### src/rtl/fds_channel_scheduler.sv
// Channel sequencer for the flexible-downsampling datapath: streams one channel slice from
// ifmap SRAM, waits for the downsample core, then hands its output rows to the ofmap writer.
module fds_channel_scheduler #(
   parameter int CIN    = 64,
   parameter int HIN    = 27,
   parameter int HOUT   = 19,
   parameter int RD_LAT = 1,
   parameter int DS_LAT = 2,
   localparam int AW    = (CIN * HIN > 1) ? $clog2(CIN * HIN) : 1,
   localparam int RW    = (HIN > 1) ? $clog2(HIN) : 1,
   localparam int OW    = (HOUT > 1) ? $clog2(HOUT) : 1,
   localparam int CW    = (CIN > 1) ? $clog2(CIN) : 1
) (
   input  logic          clk,
   input  logic          rst_n,
   input  logic          start,
   input  logic          abort,
   output logic          busy,
   output logic          done,
   output logic          mem_rd_en,
   output logic [AW-1:0] mem_rd_addr,
   output logic          slice_we,
   output logic [RW-1:0] slice_row,
   output logic          out_valid,
   input  logic          out_ready,
   output logic [OW-1:0] out_row,
   output logic [CW-1:0] out_ch
);

   // WAIT spans the SRAM return of the last row plus the core settling time.
   localparam int WAIT_CYC = RD_LAT + DS_LAT;
   localparam int WW       = $clog2(WAIT_CYC + 1);

   localparam logic [RW-1:0] ROW_LAST  = RW'(HIN - 1);
   localparam logic [OW-1:0] OROW_LAST = OW'(HOUT - 1);
   localparam logic [CW-1:0] CH_LAST   = CW'(CIN - 1);
   localparam logic [WW-1:0] WAIT_LAST = WW'(WAIT_CYC - 1);

   typedef enum logic [2:0] {S_IDLE, S_LOAD, S_WAIT, S_DRAIN, S_DONE} state_t;

   state_t        state_q, state_d;
   logic [CW-1:0] ch_q, ch_d;
   logic [RW-1:0] row_q, row_d;
   logic [AW-1:0] addr_q, addr_d;
   logic [OW-1:0] orow_q, orow_d;
   logic [WW-1:0] wcnt_q, wcnt_d;
   logic          flush;

   logic [RD_LAT-1:0] we_pipe;
   logic [RW-1:0]     row_pipe [RD_LAT];

   always_ff @(posedge clk or negedge rst_n) begin
      if (!rst_n) begin
         state_q <= S_IDLE;
         ch_q    <= '0;
         row_q   <= '0;
         addr_q  <= '0;
         orow_q  <= '0;
         wcnt_q  <= '0;
      end else begin
         state_q <= state_d;
         ch_q    <= ch_d;
         row_q   <= row_d;
         addr_q  <= addr_d;
         orow_q  <= orow_d;
         wcnt_q  <= wcnt_d;
      end
   end

   always_comb begin
      state_d   = state_q;
      ch_d      = ch_q;
      row_d     = row_q;
      addr_d    = addr_q;
      orow_d    = orow_q;
      wcnt_d    = wcnt_q;
      flush     = 1'b0;
      busy      = (state_q != S_IDLE);
      done      = (state_q == S_DONE);
      mem_rd_en = (state_q == S_LOAD);
      out_valid = (state_q == S_DRAIN);

      unique case (state_q)
         S_IDLE: begin
            if (start && !abort) begin
               state_d = S_LOAD;
               ch_d    = '0;
               row_d   = '0;
               addr_d  = '0;
               orow_d  = '0;
               wcnt_d  = '0;
            end
         end
         S_LOAD: begin
            if (row_q == ROW_LAST) begin
               state_d = S_WAIT;
               wcnt_d  = '0;
            end else begin
               row_d  = row_q + RW'(1);
               addr_d = addr_q + AW'(1);
            end
         end
         S_WAIT: begin
            if (wcnt_q == WAIT_LAST) begin
               state_d = S_DRAIN;
               orow_d  = '0;
            end else begin
               wcnt_d = wcnt_q + WW'(1);
            end
         end
         S_DRAIN: begin
            if (out_ready) begin
               if (orow_q != OROW_LAST) begin
                  orow_d = orow_q + OW'(1);
               end else if (ch_q == CH_LAST) begin
                  state_d = S_DONE;
               end else begin
                  // Channel slices are contiguous in SRAM, so the address just keeps counting.
                  state_d = S_LOAD;
                  ch_d    = ch_q + CW'(1);
                  row_d   = '0;
                  addr_d  = addr_q + AW'(1);
                  orow_d  = '0;
               end
            end
         end
         S_DONE: begin
            state_d = S_IDLE;
            ch_d    = '0;
            row_d   = '0;
            addr_d  = '0;
            orow_d  = '0;
            wcnt_d  = '0;
         end
         default: state_d = S_IDLE;
      endcase

      if (abort && state_q != S_IDLE) begin
         state_d = S_IDLE;
         ch_d    = '0;
         row_d   = '0;
         addr_d  = '0;
         orow_d  = '0;
         wcnt_d  = '0;
         flush   = 1'b1;
      end
   end

   // Slice write strobe trails the read strobe by the SRAM latency; abort drops reads in flight.
   always_ff @(posedge clk or negedge rst_n) begin
      if (!rst_n) begin
         we_pipe <= '0;
         for (int i = 0; i < RD_LAT; i++) row_pipe[i] <= '0;
      end else if (flush) begin
         we_pipe <= '0;
         for (int i = 0; i < RD_LAT; i++) row_pipe[i] <= '0;
      end else begin
         we_pipe[0]  <= (state_q == S_LOAD);
         row_pipe[0] <= row_q;
         for (int i = 1; i < RD_LAT; i++) begin
            we_pipe[i]  <= we_pipe[i-1];
            row_pipe[i] <= row_pipe[i-1];
         end
      end
   end

   assign mem_rd_addr = addr_q;
   assign slice_we    = we_pipe[RD_LAT-1];
   assign slice_row   = row_pipe[RD_LAT-1];
   assign out_row     = orow_q;
   assign out_ch      = ch_q;

endmodule

### config.mk
export PLATFORM = sky130hd
export DESIGN_NAME = fds_channel_scheduler
export DESIGN_NICKNAME = d
export VERILOG_FILES = /design/src/rtl/fds_channel_scheduler.sv
export SDC_FILE = /design/constraint.sdc
export NUM_CORES = 1
export LEC_CHECK = 0
export CORE_ASPECT_RATIO = 1.5
export CORE_UTILIZATION = 53
export CTS_CLUSTER_SIZE = 28
export DETAILED_ROUTE_END_ITERATION = 8
export PLACE_DENSITY = 0.8
export SYNTH_ARGS = -nofsm -noshare
export SYNTH_HDL_FRONTEND = slang
export SYNTH_SLANG_ARGS = --single-unit
### constraint.sdc
create_clock -name clk -period 2.5 [get_ports clk]
set_input_delay 0.625 -clock clk [delete_from_list [all_inputs] [get_ports clk]]
set_output_delay 0.625 -clock clk [all_outputs]
set_load 0.005 [all_outputs]
; Yosys cells after proc, flatten, opt, wreduce, memory -nomap -nowiden
; Cells that the tools add are included.
; W data, S select, Z words.
[word_totals]
output_inout_bits = 32
regBits = 38
[op_classes]
n_addsub = 5
n_mux = 41
n_reduce_logical = 14
n_eq_ne = 17
[op_table]
columns = cell, count
row1 = $mux W11, 6
row2 = $mux W5, 11
row3 = $pmux W11 S4, 1
row4 = $pmux W5 S4, 2
row5 = $mux W6, 5
row6 = $mux W3, 7
row7 = $pmux W6 S3, 1
row8 = $reduce_and A5 Y1, 3
row9 = $reduce_bool A5 Y1, 3
row10 = $pmux W3 S4, 1
row11 = $add A11 B1 Y11 const B, 1
row12 = $add A5 B1 Y5 const B, 2
row13 = $ne A3 B2 Y1 const B, 3
row14 = $ne A3 B3 Y1 const B, 3
row15 = $mux W2, 4
row16 = $pmux W2 S4, 1
row17 = $add A6 B1 Y6 const B, 1
row18 = $eq A3 B2 Y1 const B, 2
row19 = $eq A6 B6 Y1 const B, 1
row20 = $ne A3 B1 Y1 const B, 2
row21 = $reduce_and A6 Y1, 1
row22 = $eq A5 B5 Y1 const B, 1
row23 = $ne A5 B5 Y1 const B, 1
row24 = $ne A4 B3 Y1 const B, 1
row25 = other kinds (11), 13

; Logic depth before layout (Yosys ltp)
[logic_depth]
ltp_word = 6
depth_mapped = 8

; Least setup slack after synthesis
; No wires, ideal clock.
[synth_path]
path_kind = reg-to-reg
start = register orow_q[0] (netlist: out_row[0])
end = register addr_q[6] (netlist: mem_rd_addr[6])
path_stages_with_launch = 9
t_required_ns = 2.396
slack_ns = 0.517
t_arrival_ns = 1.879
setup_ns = 0.104
path_cell_list = dfrtp_1 inv_1 ha_1 and4bb_2 o21a_4 o22ai_4 or3_1 buf_6 o41ai_2
[synth_via]
elab_chain_len = 3
[synth_lines]
columns = element, line_no
row1 = from (decl), 45  ; logic [OW-1:0] orow_q, orow_d;
row2 = from (signal assigned), 65  ; orow_q <= orow_d;
row3 = $ne A5 B5 Y1, 113  ; if (orow_q != OROW_LAST) begin
row4 = $ne A3 B2 Y1 (no source line), -
row5 = $reduce_and A6 Y1 (no source line), -
row6 = to (signal assigned), 64  ; addr_q <= addr_d;
row7 = to (decl), 44  ; logic [AW-1:0] addr_q, addr_d;
; Every way passes these cells.
; A chain may end at the register's enable or synchronous reset.

; Final worst setup path
[layout_path]
start = register state_q[1]
end = output busy
[layout_via]
elab_chain_len = 1
[layout_lines]
columns = element, line_no
row1 = from (decl), 41  ; state_t state_q, state_d;
row2 = from (signal assigned), 61  ; state_q <= state_d;
row3 = $reduce_bool A3 Y1, 78  ; busy = (state_q != S_IDLE);
row4 = to (decl), 18  ; output logic busy,
; Every way passes these cells.

==> out/qor.tcl <==
set qor(status) {finished clean}
set qor(timing_worst_setup_path_type) {reg2out}
set qor(layout_min_cycle_time_ns) 2.399
set qor(cap_violations) 0
set qor(synthesis.area_um2) 2133
set qor(dp_hpwl_um) 3466
set qor(synthesis.nets) 234
set qor(floorplan.initialDensity) 0.5689
set qor(headroom_to_the_max_slew_limit) 0.4400
set qor(worst-endpoint-arrival_ns) 1.77
set qor(die_width_um) 53.80
set qor(finalClockSkew_ns) 0.007373
set qor(total_placed_instance_area_um2) 2618
set qor(total_clock_buffers_created_by_cts) 5
set qor(timing_worst_slew_pin_value_ns) 0.8400
set qor(global_route.overflow_total) 0
set qor(routed_wire_length_per_instance_um) 14.99
set qor(nFillCells) 308
set qor(drtPass1Iterations) 4
set qor(yosys_warnings) 0
set qor(global_route.usage.total) 0.2543
set qor(cts_repair_resized_insts) 0
set qor(flow.area_growth_from_synthesis_pct) 27.16
set qor(report.final.setup_viol) 0
set qor(global_route_wire_length_before_repair_um) 7997
set qor(cts_setup_buffers) 0
set qor(hold_viol_final) 0
set qor(fin_worst_hold_slack_ns) 0.4310
set qor(synth-async-reset-ratio) 1.000
set qor(fp-row-count) 27
set qor(gp_congestion) 0.9078
set qor(total_placed_cells_including_tap_cells) 309
set qor(achievable-frequency_ghz) 0.4169
set qor(clk_pin_slew_worst_paths_ns) 0.08
set qor(fp.dieH_um) 79.70
set qor(layout.cells.non_filler) 317
set qor(drive_above_1_share) 0.1533
set qor(ioPinCount) 37
set qor(cts_hold_buffers) 0
set qor(synthesis.area_per_instance_um2) 9.609
set qor(tns_ns) 0
set qor(worst-path-max-fanout) 14
set qor(synth.distinct_cells) 50
set qor(root_buffer) {sky130_fd_sc_hd__clkbuf_8}
set qor(final_max_slew_viol_count) 0
set qor(cp_data_required_time_ns) 1.88
set qor(synth_cells) 222
set qor(timing.critical_path.to_type) {primary output}
set qor(post_route_cell_area_um2) 2713
set qor(postRouteAntennaNets) 0
set qor(finalWirelength_um) 4752
set qor(power-per-cell-area_nw_per_um2) 743.6
set qor(post-route-period-util) 0.9596
set qor(initialDrtViolationCount) 44
set qor(synth-edff-count) 0
set qor(antenna_cells) 0
set qor(hp-class) {in2async}
set qor(die_area_um2) 4288
set qor(grt_setup_unrepaired) {no}
set qor(worst_skew_pair.late_latency_ns) 0.29
set qor(final_nets) 285
set qor(grt_antenna_before_repair) 0
set qor(portBuffers) 36
set qor(dr_total_vias) 1900
set qor(cts.sink_count) 38
set qor(post_drt_via_cell_ratio) 5.994
set qor(core-area_um2) 3750
set qor(clockBufferDepth) 2
set qor(drcViolationCount) 0
set qor(power.leakage_nw) 1.220
set qor(max_ir_drop_vdd_v) 0.0005598
set qor(worstSetupStartpointType) {flop}
set qor(seq_area_frac_synth) 0.4457
set qor(grt_start_max_net_pins) 39
set qor(grt_pass1_vias) 1763
set qor(tritoncts_clock_tree) {yes}
set qor(ys.flop_type) {sky130_fd_sc_hd__dfrtp_1}
set qor(synth-seq-cells) 38
set qor(fin_util) 0.7234
set qor(htree_num_levels) 2
==> logic make-up (layout without fill, tap and decap cells) <==
family | count (synthesis) | in the layout | share of synthesized area
and+or+nand+nor | 87 | 87 | 0.2100
AOI/OAI and AO/OA | 68 | 68 | 0.2411
DFF | 38 | 38 | 0.4457
buffers and inverters | 17 | 69 | 0.03871
adders and majority gates | 7 | 7 | 0.04105
muxes | 4 | 4 | 0.01936
xor gates and xnor gates | 1 | 1 | 0.004106
==> area by class of cell <==
class | count | area [um2] | area share
multi-input cells | 167 | 1100 | 0.4054
flip-flops and latches | 38 | 950.9 | 0.3506
repair buffers | 53 | 483.0 | 0.1780
clock buffers | 6 | 82.58 | 0.03044
well taps | 43 | 53.80 | 0.01983
inverters | 8 | 30.03 | 0.01107
clock inverters | 2 | 12.51 | 0.004613
==> stage by stage <==
stage,power [W],worst slack (ns)
floorplan,0.001236,0.5173
global placement,0.001574,0.05739
detailed placement,0.001588,0.003424
CTS,0.002025,0.1003
global route,0.002158,0.02958
finish,0.002017,0.1011
==> layout by cell type, fill, tap and decap left out, types with 2 or more instances in the layout <==
cell type,n
sky130_fd_sc_hd__o41ai_2,3
sky130_fd_sc_hd__o31ai_2,2
sky130_fd_sc_hd__or2_2,4
sky130_fd_sc_hd__nand2_1,14
sky130_fd_sc_hd__and2_1,5
sky130_fd_sc_hd__o31ai_1,13
sky130_fd_sc_hd__dfrtp_1,38
sky130_fd_sc_hd__o41ai_1,2
sky130_fd_sc_hd__ha_1,7
sky130_fd_sc_hd__o21ai_0,21
sky130_fd_sc_hd__clkbuf_8,6
sky130_fd_sc_hd__mux2i_1,3
sky130_fd_sc_hd__nand2b_1,3
sky130_fd_sc_hd__inv_1,8
sky130_fd_sc_hd__nand3_1,17
sky130_fd_sc_hd__and3_1,4
sky130_fd_sc_hd__o2bb2ai_1,2
sky130_fd_sc_hd__or3_1,3
sky130_fd_sc_hd__buf_4,17
sky130_fd_sc_hd__nor3_1,5
sky130_fd_sc_hd__nor2_1,21
sky130_fd_sc_hd__o22ai_1,3
sky130_fd_sc_hd__nand4_1,2
sky130_fd_sc_hd__a31oi_1,2
sky130_fd_sc_hd__o221ai_1,2
sky130_fd_sc_hd__a21oi_1,6
sky130_fd_sc_hd__clkdlybuf4s50_1,35
==> per-layer routing <==
layer | vias to the layer above | GRT usage | share of wire
met5 | - | 0 | 0
li1 | 930 | - | -
met3 | 7 | 0.04571 | 0.024
met1 | 926 | 0.3317 | 0.44
met4 | 0 | 0.1053 | 0.019
met2 | 37 | 0.4025 | 0.52
==> worst max-delay path, stage by stage, from the launching register on <==
cell and delay (ns):
sky130_fd_sc_hd__dfrtp_1 0.54, sky130_fd_sc_hd__or3_1 0.48, sky130_fd_sc_hd__clkdlybuf4s50_1 0.46
==> cells in the mapped netlist, drive strengths merged (5+ instances only) <==
library cell  number  area [um2]
a21oi              6       30.03
and2               5       31.28
buf                5       37.53
dfrtp             38       950.9
ha                 7       87.58
inv                8       30.03
nand2             14       52.55
nand3             18       95.09
nor2              22       85.09
nor3               5       25.02
o21ai             21       105.1
o31ai             15       122.6
o41ai              5       66.32
==> worst paths after layout <==
path / from / to / slack [ns] / cells after the start
worst max register to register: out_row[0]$_DFFE_PN0P_ / mem_rd_addr[6]$_DFFE_PN0P_ / 0.40 / 8
worst max-delay path: state_q[1]$_DFFE_PN0P_ / busy / 0.10 / 2
max in group asynchronous: rst_n / out_row[1]$_DFFE_PN0P_ / 1.54 / 1
min in group clk: wcnt_q[0]$_DFFE_PN0P_ / wcnt_q[0]$_DFFE_PN0P_ / 0.50 / 1
worst min-delay path: rst_n / mem_rd_addr[5]$_DFFE_PN0P_ / 0.43 / 1
worst min register to register: wcnt_q[0]$_DFFE_PN0P_ / wcnt_q[0]$_DFFE_PN0P_ / 0.50 / 1
==> state kept, by name, summed over array words and instances (netlist names) <==
signal       flops
row_q            5
state_q          3
wcnt_q           2
mem_rd_addr     11
out_row          5
slice_row        5
slice_we         1
out_ch           6
==> where the power goes <==
part	total [W]	internal (W)	switching, W
clock	0.000437	0.000222	0.000216
sequential	0.000775	0.000681	0.0000934
combinational	0.000805	0.000388	0.000417
(Power assumes the default switching activity.)
